**config.mk**
```make
export PLATFORM = sky130hd
export DESIGN_NAME = seven_segment_scanner
export DESIGN_NICKNAME = d
export VERILOG_FILES = /design/src/rtl/seven_segment_scanner.sv
export SDC_FILE = /design/constraint.sdc
export NUM_CORES = 1
export LEC_CHECK = 0
export BUFFER_PORTS_ARGS = -buffer_cell sky130_fd_sc_hd__buf_4
export CORE_UTILIZATION = 58
export DETAILED_ROUTE_END_ITERATION = 10
export PLACE_DENSITY = 0.86
export SYNTH_ARGS = -nofsm -noshare
export SYNTH_HDL_FRONTEND = slang
export SYNTH_SLANG_ARGS = --single-unit
```
**constraint.sdc**
```tcl
create_clock -name clock -period 3.3 [get_ports clock]
set_input_delay 0.99 -clock clock [delete_from_list [all_inputs] [get_ports clock]]
set_output_delay 0.99 -clock clock [all_outputs]
set_load 0.03 [all_outputs]
```
**src/rtl/seven_segment_scanner.sv**
```systemverilog
// Multiplexed hex driver for common-anode seven-segment banks with refresh timer,
// frame-aligned double buffering, leading-zero blanking and PWM brightness.
module seven_segment_scanner #(
  parameter int unsigned DIGITS       = 4,
  parameter int unsigned REFRESH_DIV  = 100000,
  parameter int unsigned BRIGHT_WIDTH = 4
) (
  input  logic                    clock,
  input  logic                    reset,
  input  logic [4*DIGITS-1:0]     value,
  input  logic [DIGITS-1:0]       dp,
  input  logic                    load,
  input  logic                    blank_leading_zeros,
  input  logic [BRIGHT_WIDTH-1:0] brightness,
  output logic [DIGITS-1:0]       anode,
  output logic [7:0]              cathode,
  output logic                    frame_done
);

  localparam int unsigned PW = (REFRESH_DIV > 1) ? $clog2(REFRESH_DIV) : 1;
  localparam int unsigned IW = (DIGITS > 1) ? $clog2(DIGITS) : 1;
  localparam logic [PW-1:0] PreMax = PW'(REFRESH_DIV - 1);
  localparam logic [IW-1:0] IdxMax = IW'(DIGITS - 1);

  logic [PW-1:0]           pre_q, pre_d;
  logic [IW-1:0]           idx_q, idx_d;
  logic [BRIGHT_WIDTH-1:0] pwm_q, pwm_d;
  logic [4*DIGITS-1:0]     pend_val_q, pend_val_d, disp_val_q, disp_val_d;
  logic [DIGITS-1:0]       pend_dp_q, pend_dp_d, disp_dp_q, disp_dp_d;
  logic [DIGITS-1:0]       anode_q, anode_d;
  logic [7:0]              cathode_q, cathode_d;
  logic                    frame_done_q, frame_done_d;

  logic                    tick, frame_end, digit_on, all_zero;
  logic [DIGITS-1:0]       blank;
  logic [3:0]              nibble;
  logic [6:0]              seg;

  function automatic logic [6:0] decode(input logic [3:0] n);
    logic [6:0] s;
    unique case (n)
      4'h0: s = 7'h40;
      4'h1: s = 7'h79;
      4'h2: s = 7'h24;
      4'h3: s = 7'h30;
      4'h4: s = 7'h19;
      4'h5: s = 7'h12;
      4'h6: s = 7'h02;
      4'h7: s = 7'h78;
      4'h8: s = 7'h00;
      4'h9: s = 7'h10;
      4'hA: s = 7'h08;
      4'hB: s = 7'h03;
      4'hC: s = 7'h46;
      4'hD: s = 7'h21;
      4'hE: s = 7'h06;
      default: s = 7'h0E;
    endcase
    return s;
  endfunction

  always_comb begin
    tick      = (pre_q == PreMax);
    frame_end = tick && (idx_q == IdxMax);
    pre_d     = tick ? '0 : pre_q + 1'b1;
    pwm_d     = tick ? '0 : pwm_q + 1'b1;
    idx_d     = idx_q;
    if (tick) begin
      idx_d = (idx_q == IdxMax) ? '0 : idx_q + 1'b1;
    end

    pend_val_d = pend_val_q;
    pend_dp_d  = pend_dp_q;
    if (load) begin
      pend_val_d = value;
      pend_dp_d  = dp;
    end
    // A load landing on the boundary bypasses pending so it is not lost for a frame.
    disp_val_d = disp_val_q;
    disp_dp_d  = disp_dp_q;
    if (frame_end) begin
      disp_val_d = load ? value : pend_val_q;
      disp_dp_d  = load ? dp : pend_dp_q;
    end

    // Blank digit i when it and every more-significant nibble are zero.
    all_zero = 1'b1;
    blank    = '0;
    for (int i = int'(DIGITS) - 1; i >= 1; i--) begin
      all_zero = all_zero & (disp_val_q[4*i +: 4] == 4'h0);
      blank[i] = blank_leading_zeros & all_zero;
    end

    nibble   = disp_val_q[4*int'(idx_q) +: 4];
    seg      = decode(nibble);
    digit_on = (&brightness) || (pwm_q < brightness);

    anode_d      = digit_on ? ~(DIGITS'(1) << idx_q) : '1;
    cathode_d    = {~disp_dp_q[idx_q], blank[idx_q] ? 7'h7F : seg};
    frame_done_d = frame_end;
  end

  always_ff @(posedge clock or posedge reset) begin
    if (reset) begin
      pre_q        <= '0;
      idx_q        <= '0;
      pwm_q        <= '0;
      pend_val_q   <= '0;
      pend_dp_q    <= '0;
      disp_val_q   <= '0;
      disp_dp_q    <= '0;
      anode_q      <= '1;
      cathode_q    <= 8'hFF;
      frame_done_q <= 1'b0;
    end else begin
      pre_q        <= pre_d;
      idx_q        <= idx_d;
      pwm_q        <= pwm_d;
      pend_val_q   <= pend_val_d;
      pend_dp_q    <= pend_dp_d;
      disp_val_q   <= disp_val_d;
      disp_dp_q    <= disp_dp_d;
      anode_q      <= anode_d;
      cathode_q    <= cathode_d;
      frame_done_q <= frame_done_d;
    end
  end

  assign anode      = anode_q;
  assign cathode    = cathode_q;
  assign frame_done = frame_done_q;

endmodule
```
==> results of run 1 <==
==> per-stage QoR <==
stage	total power, W	hold slack [ns]	instance area (um^2)	instances	util
after CTS	0.001820	0.4875	4095	392	0.7216
after global placement	0.001063	0.4611	3886	376	0.6847
after global routing	0.001860	0.5045	4095	392	0.7216
after floorplan	0.001023	0.4454	3500	271	-
after detailed placement	0.001067	0.4668	3886	376	0.6847
final	0.001797	0.4883	4095	392	0.7216
==> kinds of logic (layout without fill, tap and decap cells) <==
| logic type | count (synthesis) | after routing | synth area share |
|---|---|---|---|
| multiplexers | 49 | 49 | 0.1770 |
| AND/OR/NAND/NOR | 69 | 69 | 0.1073 |
| AO/OA/AOI/OAI | 23 | 23 | 0.04254 |
| flip-flops | 76 | 76 | 0.5477 |
| XOR/XNOR | 19 | 19 | 0.04755 |
| adder cells (fa/ha/maj) | 15 | 15 | 0.05363 |
| buffers and inverters | 20 | 69 | 0.02431 |
==> power by group through the flow <==
stage	combinational (W)	sequential (W)	clock [W]
after floorplan	0.0000453	0.000977	0
after global placement	0.0000848	0.000978	0
after detailed placement	0.0000880	0.000979	0
after CTS	0.0000886	0.000962	0.000770
after global routing	0.0000972	0.000964	0.000799
final	0.0000861	0.000962	0.000749
==> worst max-delay path, stage by stage, from the launching register on <==
cell and delay [ns]:
dfrtp_1 0.39, ha_1 0.21, and4_1 0.36, nand2_1 0.16, nor4_4 0.26, buf_4 0.32, mux2_1 0.37
==> state kept, by name (all words and copies together), names as in the netlist <==
signal and cells:
anode 4, pend_dp_q 4, pwm_q 4, idx_q 2, frame_done 1, cathode 8, disp_val_q 16, pre_q 17
pend_val_q 16, disp_dp_q 4
==> cell type report <==
class / instances / area share
Inverter: 10 / 0.009166
Timing Repair Buffer: 43 / 0.08188
Multi-Input combinational cell: 175 / 0.3679
Sequential cell: 76 / 0.4681
Clock inverter: 5 / 0.01894
Tap cell: 72 / 0.02200
Clock buffer: 11 / 0.03208
==> synthesized netlist by cell type (all sizes together) <==
cell type / n / area share
a21oi: 5 / 0.0071
or2: 2 / 0.0036
nor4b: 1 / 0.0025
nand4b: 1 / 0.0025
and4: 2 / 0.0050
clkinv: 1 / 0.0011
nor4: 4 / 0.0089
o31ai: 2 / 0.0043
or4: 1 / 0.0021
or3: 2 / 0.0050
inv: 9 / 0.0097
o21a: 1 / 0.0021
and3: 2 / 0.0036
o21ai: 5 / 0.0071
xnor2: 5 / 0.013
o221ai: 1 / 0.0025
nor2b: 2 / 0.0036
a21o: 2 / 0.0043
dfstp: 12 / 0.090
nand2: 16 / 0.017
mux4: 6 / 0.039
dfrtp: 64 / 0.46
o211ai: 7 / 0.015
mux2: 43 / 0.14
nand3b: 1 / 0.0021
nor3: 3 / 0.0057
xor2: 14 / 0.035
nand4: 7 / 0.013
ha: 15 / 0.054
buf: 4 / 0.0071
nand2b: 2 / 0.0036
nor3b: 2 / 0.0043
nor2: 14 / 0.015
clkbuf: 6 / 0.0064
nand3: 7 / 0.010
==> per-layer routing <==
metal | GRT usage | routed length, um | vias up
met4 | 0.1273 | 129 | 0
met2 | 0.3350 | 2918 | 61
met3 | 0.04343 | 253 | 11
li1 | - | - | 1044
met1 | 0.3003 | 2736 | 1107
met5 | 0 | 0 | -
==> worst paths after layout <==
check,endpoint,cells past startpoint,slack [ns]
max,disp_dp_q[3],6,1.10
min,pend_dp_q[2],1,0.49
max reg2reg,disp_dp_q[3],6,1.10
min reg2reg,pend_dp_q[2],1,0.49
max in group asynchronous,anode[1],3,1.90
min in group asynchronous,pend_val_q[8],2,0.69
==> impl_metrics.tcl, run 1 <==
set metrics [dict create \
    cts_made_buffers 9 \
    ir_drop_uv 297.3 \
    rsz0062_at_grt "no" \
    area_growth_pct 17.02 \
    num_vias 2223 \
    p_comb_frac 0.048 \
    ys_ff_latch 76 \
    hpwlAfterDp_mm 4.237 \
    max_freq_mhz 454.7 \
    p_per_area_mw_per_mm2 438.9 \
    postCtsSetupRepairBufs 0 \
    grt_max_degree 52 \
    fillCellCount 392 \
    num_antenna_cells 0 \
    syn_inst 271 \
    timing.final.crit_share 0.6665 \
    place_ws_ns 1.093 \
    finalHoldViolCount 0 \
    first_global_vias 2258 \
    fin_crit_ns 2.199 \
    final_common_cell "dfrtp_1" \
    hold_start "pend_dp_q[2]" \
    pwr-share-seq 0.535 \
    seq_area_frac_synth 0.5477 \
    dr.pass1.iters 4 \
    start_util 0.6166 \
    cts_root_buf "clkbuf_8" \
    clk_latency_ns 0.35 \
    gr-total-overflow 0 \
    p_clk_frac 0.417 \
    leakagePower_nw 1.939 \
    grt_pass1_wl_mm 10.42 \
    worst_setup_path_start_kind "flop" \
    multi_input_area_mm2 0.001506 \
    criticalPathCategory "reg -> reg" \
    r2r_start "pre_q[0]" \
    row_count 27 \
    io_buffers 40 \
    final_nets 358 \
    grtUsageTotal 0.2220 \
    seq_area_mm2 0.001917 \
    cp.required_ns 3.52 \
    p_int_w 0.001421 \
    ant_nets 0 \
    cts_resized 0 \
    setup_viol 0 \
    hold_path.class "reg -> reg" \
    worst_slew_pin_slew_ns 0.5542 \
    htreeDepth 3 \
    switching_share 0.2094 \
    slew_headroom 0.6300 \
    drive_above_1_share 0.2531 \
    layout_common_cells "64 x dfrtp_1, 42 x mux2_1, 42 x buf_4" \
    routed_via_density 5.671 \
    tns_ns 0 \
    end_kind "flop" \
    crit_arrival_ns 2.42 \
    p_sw_w 0.0003765 \
    outcome "complete, no violations" \
    slew_viol_final 0 \
    wl_mm 6.037 \
    cts_tree "yes" \
    worstPathMaxFanout 21 \
    layout_setup_ws_ns 1.101 \
    dieWidth_um 79.68 \
    core_area_mm2 0.005675 \
    finClkSkew_ns 0.007838 \
    cts_hold_buf 0 \
    die_h_um 79.68 \
    synth_nets 314 \
    place.gp.congestion 0.8537 \
    syn_area_per_cell_um2 12.91 \
    syn_area_mm2 0.003500 \
    cts.sinks 76 \
    ios 41 \
    drc_errors 0 \
    clk_pin_slew_ns 0.07 \
    clock_path_buffers 2 \
    wire_per_inst_um 15.40 \
    ys_types 42 \
    cp-startpoint "pre_q[0]" \
    drt_iter0_drc 72 \
    antenna_found_initial 0 \
    cap_violations 0 \
    synth_warnings 0 \
    die_area_mm2 0.006348 \
]
No activity file was read; power rests on OpenSTA's default activity.
==> run 2, diff against run 1 <==
ABC_AREA = 1   (was default)
CORE_UTILIZATION = 53   (was 58)
PLACE_DENSITY = 0.83   (was 0.86)
clock period = 1.9 ns   (was 3.3 ns; I/O delays follow)
==> impl_metrics.tcl, run 2 <==
set metrics [dict create \
    ys_ff_latch 76 \
    largest_register "pre_q" \
    outcome "complete, no violations" \
    async_flop_share 1.000 \
    ant_nets 0 \
    syn_area_per_cell_um2 8.341 \
    cp.required_ns 2.18 \
    layout_common_cells "141 x nand2_1, 63 x dfrtp_1, 54 x inv_1" \
    clock_path_buffers 2 \
    p_comb_frac 0.052 \
    die_h_um 87.00 \
    yosys-top-cells-count "141 x nand2_1, 64 x dfrtp_1, 55 x inv_1" \
    finalHoldViolCount 0 \
    die_area_mm2 0.007568 \
    slew_headroom 0.6901 \
    r2r_start "idx_q[1]" \
    reg2regPathDepth 9 \
    num_vias 3016 \
    final_nets 544 \
    reg_top3 "pre_q: 17 flops, disp_val_q: 16 flops, pend_val_q: 16 flops" \
    cts_made_buffers 9 \
    cap_violations 0 \
    row_count 30 \
    finClkSkew_ns 0.01474 \
    cts_hold_buf 0 \
    critPathSlowestCell "dfrtp_1" \
    area_growth_pct 15.10 \
    crit_chain "inv_2, nand3_1, nand2_1, inv_1, ha_1, nand3_1, nand2_1, nand2_1, nand3_1" \
    pwr-share-seq 0.564 \
    hold-worst-slack_ns 0.2392 \
    multi_input_area_mm2 0.001578 \
    syn_area_mm2 0.003829 \
    synth_warnings 0 \
    synth_top_area_frac 0.4183 \
    p_sw_w 0.0007432 \
    slowest_delay_ns 0.51 \
    core_area_mm2 0.006869 \
    clk_pin_slew_ns 0.09 \
    cts_root_buf "clkbuf_8" \
    dpl-instance-area_mm2 0.004225 \
    place.gp.congestion 0.8933 \
    start_util 0.5574 \
    synth_nets 502 \
    criticalPathCategory "reg -> reg" \
    hpwlAfterDp_mm 5.150 \
    setup.worst_path.end "cathode[3]" \
    htreeDepth 3 \
    cts_tree "yes" \
    clk_latency_ns 0.35 \
    fillCellCount 563 \
    timing.final.crit_share 0.8915 \
    synth_edf_count 0 \
    seq_area_mm2 0.001918 \
    fin_util 0.6415 \
    worst_slew_pin_slew_ns 0.4638 \
    drc_errors 0 \
    seq_area_frac_synth 0.5007 \
    rr_endpoint "cathode[3]" \
    p_clk_frac 0.384 \
    largest_reg_flops 17 \
    hold_path.class "in -> async" \
    syn_inst 459 \
    grt_pass1_wl_mm 12.72 \
    cts.sinks 76 \
    p_int_w 0.002210 \
    cp-startpoint "idx_q[1]" \
    routed_via_density 5.010 \
    dieWidth_um 87.00 \
    final_common_cell "nand2_1" \
    crit_family "simple AND/OR/NAND/NOR gates" \
    io_buffers 40 \
    cp_num_buf_inv 2 \
    gr-total-overflow 0 \
    synth.most_common_cell "nand2_1" \
    rsz0062_at_grt "no" \
    first_global_vias 2915 \
    fin_crit_ns 1.694 \
    max_freq_mhz 590.3 \
    setup_viol 0 \
    wire_per_inst_um 11.83 \
    grtUsageTotal 0.2164 \
    worstPathMaxFanout 10 \
    cp_num_cells 9 \
    fin_area_mm2 0.004407 \
    synth_area_leaders "dfrtp_1 42%, nand2_1 14%, dfstp_2 8.2%, inv_1 5.4%, ha_1 4.9%" \
    rrSetupSlack_ns 0.21 \
    ios 41 \
    ir_drop_uv 576.6 \
    antenna_found_initial 0 \
    wl_mm 7.123 \
    leakagePower_nw 2.278 \
    num_antenna_cells 0 \
    tns_ns 0 \
    synth_top_flop_cell "dfrtp_1" \
    drt_iter0_drc 236 \
    synth_area_leader_cell "dfrtp_1" \
    dr.pass1.iters 4 \
    switching_share 0.2517 \
    p_per_area_mw_per_mm2 670.1 \
    drive_above_1_share 0.1957 \
    ys_types 33 \
    crit_arrival_ns 1.97 \
    grt_max_degree 41 \
    end_kind "flop" \
    slew_viol_final 0 \
    worst_setup_path_start_kind "flop" \
]
## run 2: changes by cell type in the layout (fill, tap and decap cells not counted), moves of 4 or more
cell / previous run / this run
nand2_1: 16 / 141
inv_1: 7 / 54
mux2_1: 42 / 0
nand3_1: 7 / 32
nor2_1: 14 / 37
o21ai_0: 1 / 22
nand4_1: 7 / 26
o211ai_1: 7 / 0
xor2_1: 14 / 7
mux4_2: 6 / 0
xnor2_1: 5 / 1
## run 2: layer usage
| layer | track usage | share of wire | up-vias |
|---|---|---|---|
| li1 | - | - | 1531 |
| met1 | 0.3013 | 0.50 | 1392 |
| met2 | 0.3307 | 0.44 | 82 |
| met3 | 0.04171 | 0.041 | 11 |
| met4 | 0.09545 | 0.015 | 0 |
| met5 | 0 | 0 | - |
## run 2: kinds of logic (layout without fill, tap and decap cells)
group                      Yosys count  count (layout)  synth area share
AOI/OAI and AO/OA                   29              29           0.03987
and+or+nand+nor                    254             254            0.3049
xor gates and xnor gates             8               8           0.01830
adders and majority gates           15              15           0.04902
DFF                                 76              76            0.5007
buffers and inverters               77             124           0.08725
## run 2: power by group through the flow
stage               Combinational, W  Clock (W)  Sequential, W
floorplan                  0.0000775          0        0.00170
global placement            0.000151          0        0.00170
detailed placement          0.000156          0        0.00170
CTS                         0.000157    0.00116        0.00167
global route                0.000177    0.00122        0.00167
finish                      0.000154    0.00113        0.00167
## run 2: worst min-delay path by stage
stage,slack (ns),cells after the start,to
finish,0.24,2,pend_val_q[8]
global route,0.25,2,pend_val_q[9]
detailed placement,0.46,1,pre_q[0]
floorplan,0.43,1,pre_q[0]
global placement,0.45,1,pre_q[0]
CTS,0.24,2,pend_val_q[8]
## run 2: area by class of cell
class	instances	area share
sequential	76	0.4353
multi-input combinational	306	0.3580
timing repair buffer	46	0.08404
inverter	62	0.05451
clock buffer	9	0.02811
tap	96	0.02726
clock inverter	7	0.01278
## run 2: what timing repair did
action	4_1_cts	5_1_grt
setup endpoints to repair	0	4
resized for setup	0	1
hold endpoints to repair	0	0
buffers inserted	0	0
## run 2: metrics by stage
stage	instances	setup WS (ns)	total power, W
after floorplan	459	0.3604	0.001773
after global placement	586	0.2547	0.001847
after detailed placement	586	0.1713	0.001853
after CTS	602	0.1551	0.002979
after global routing	602	0.002236	0.003070
final	602	0.2061	0.002953
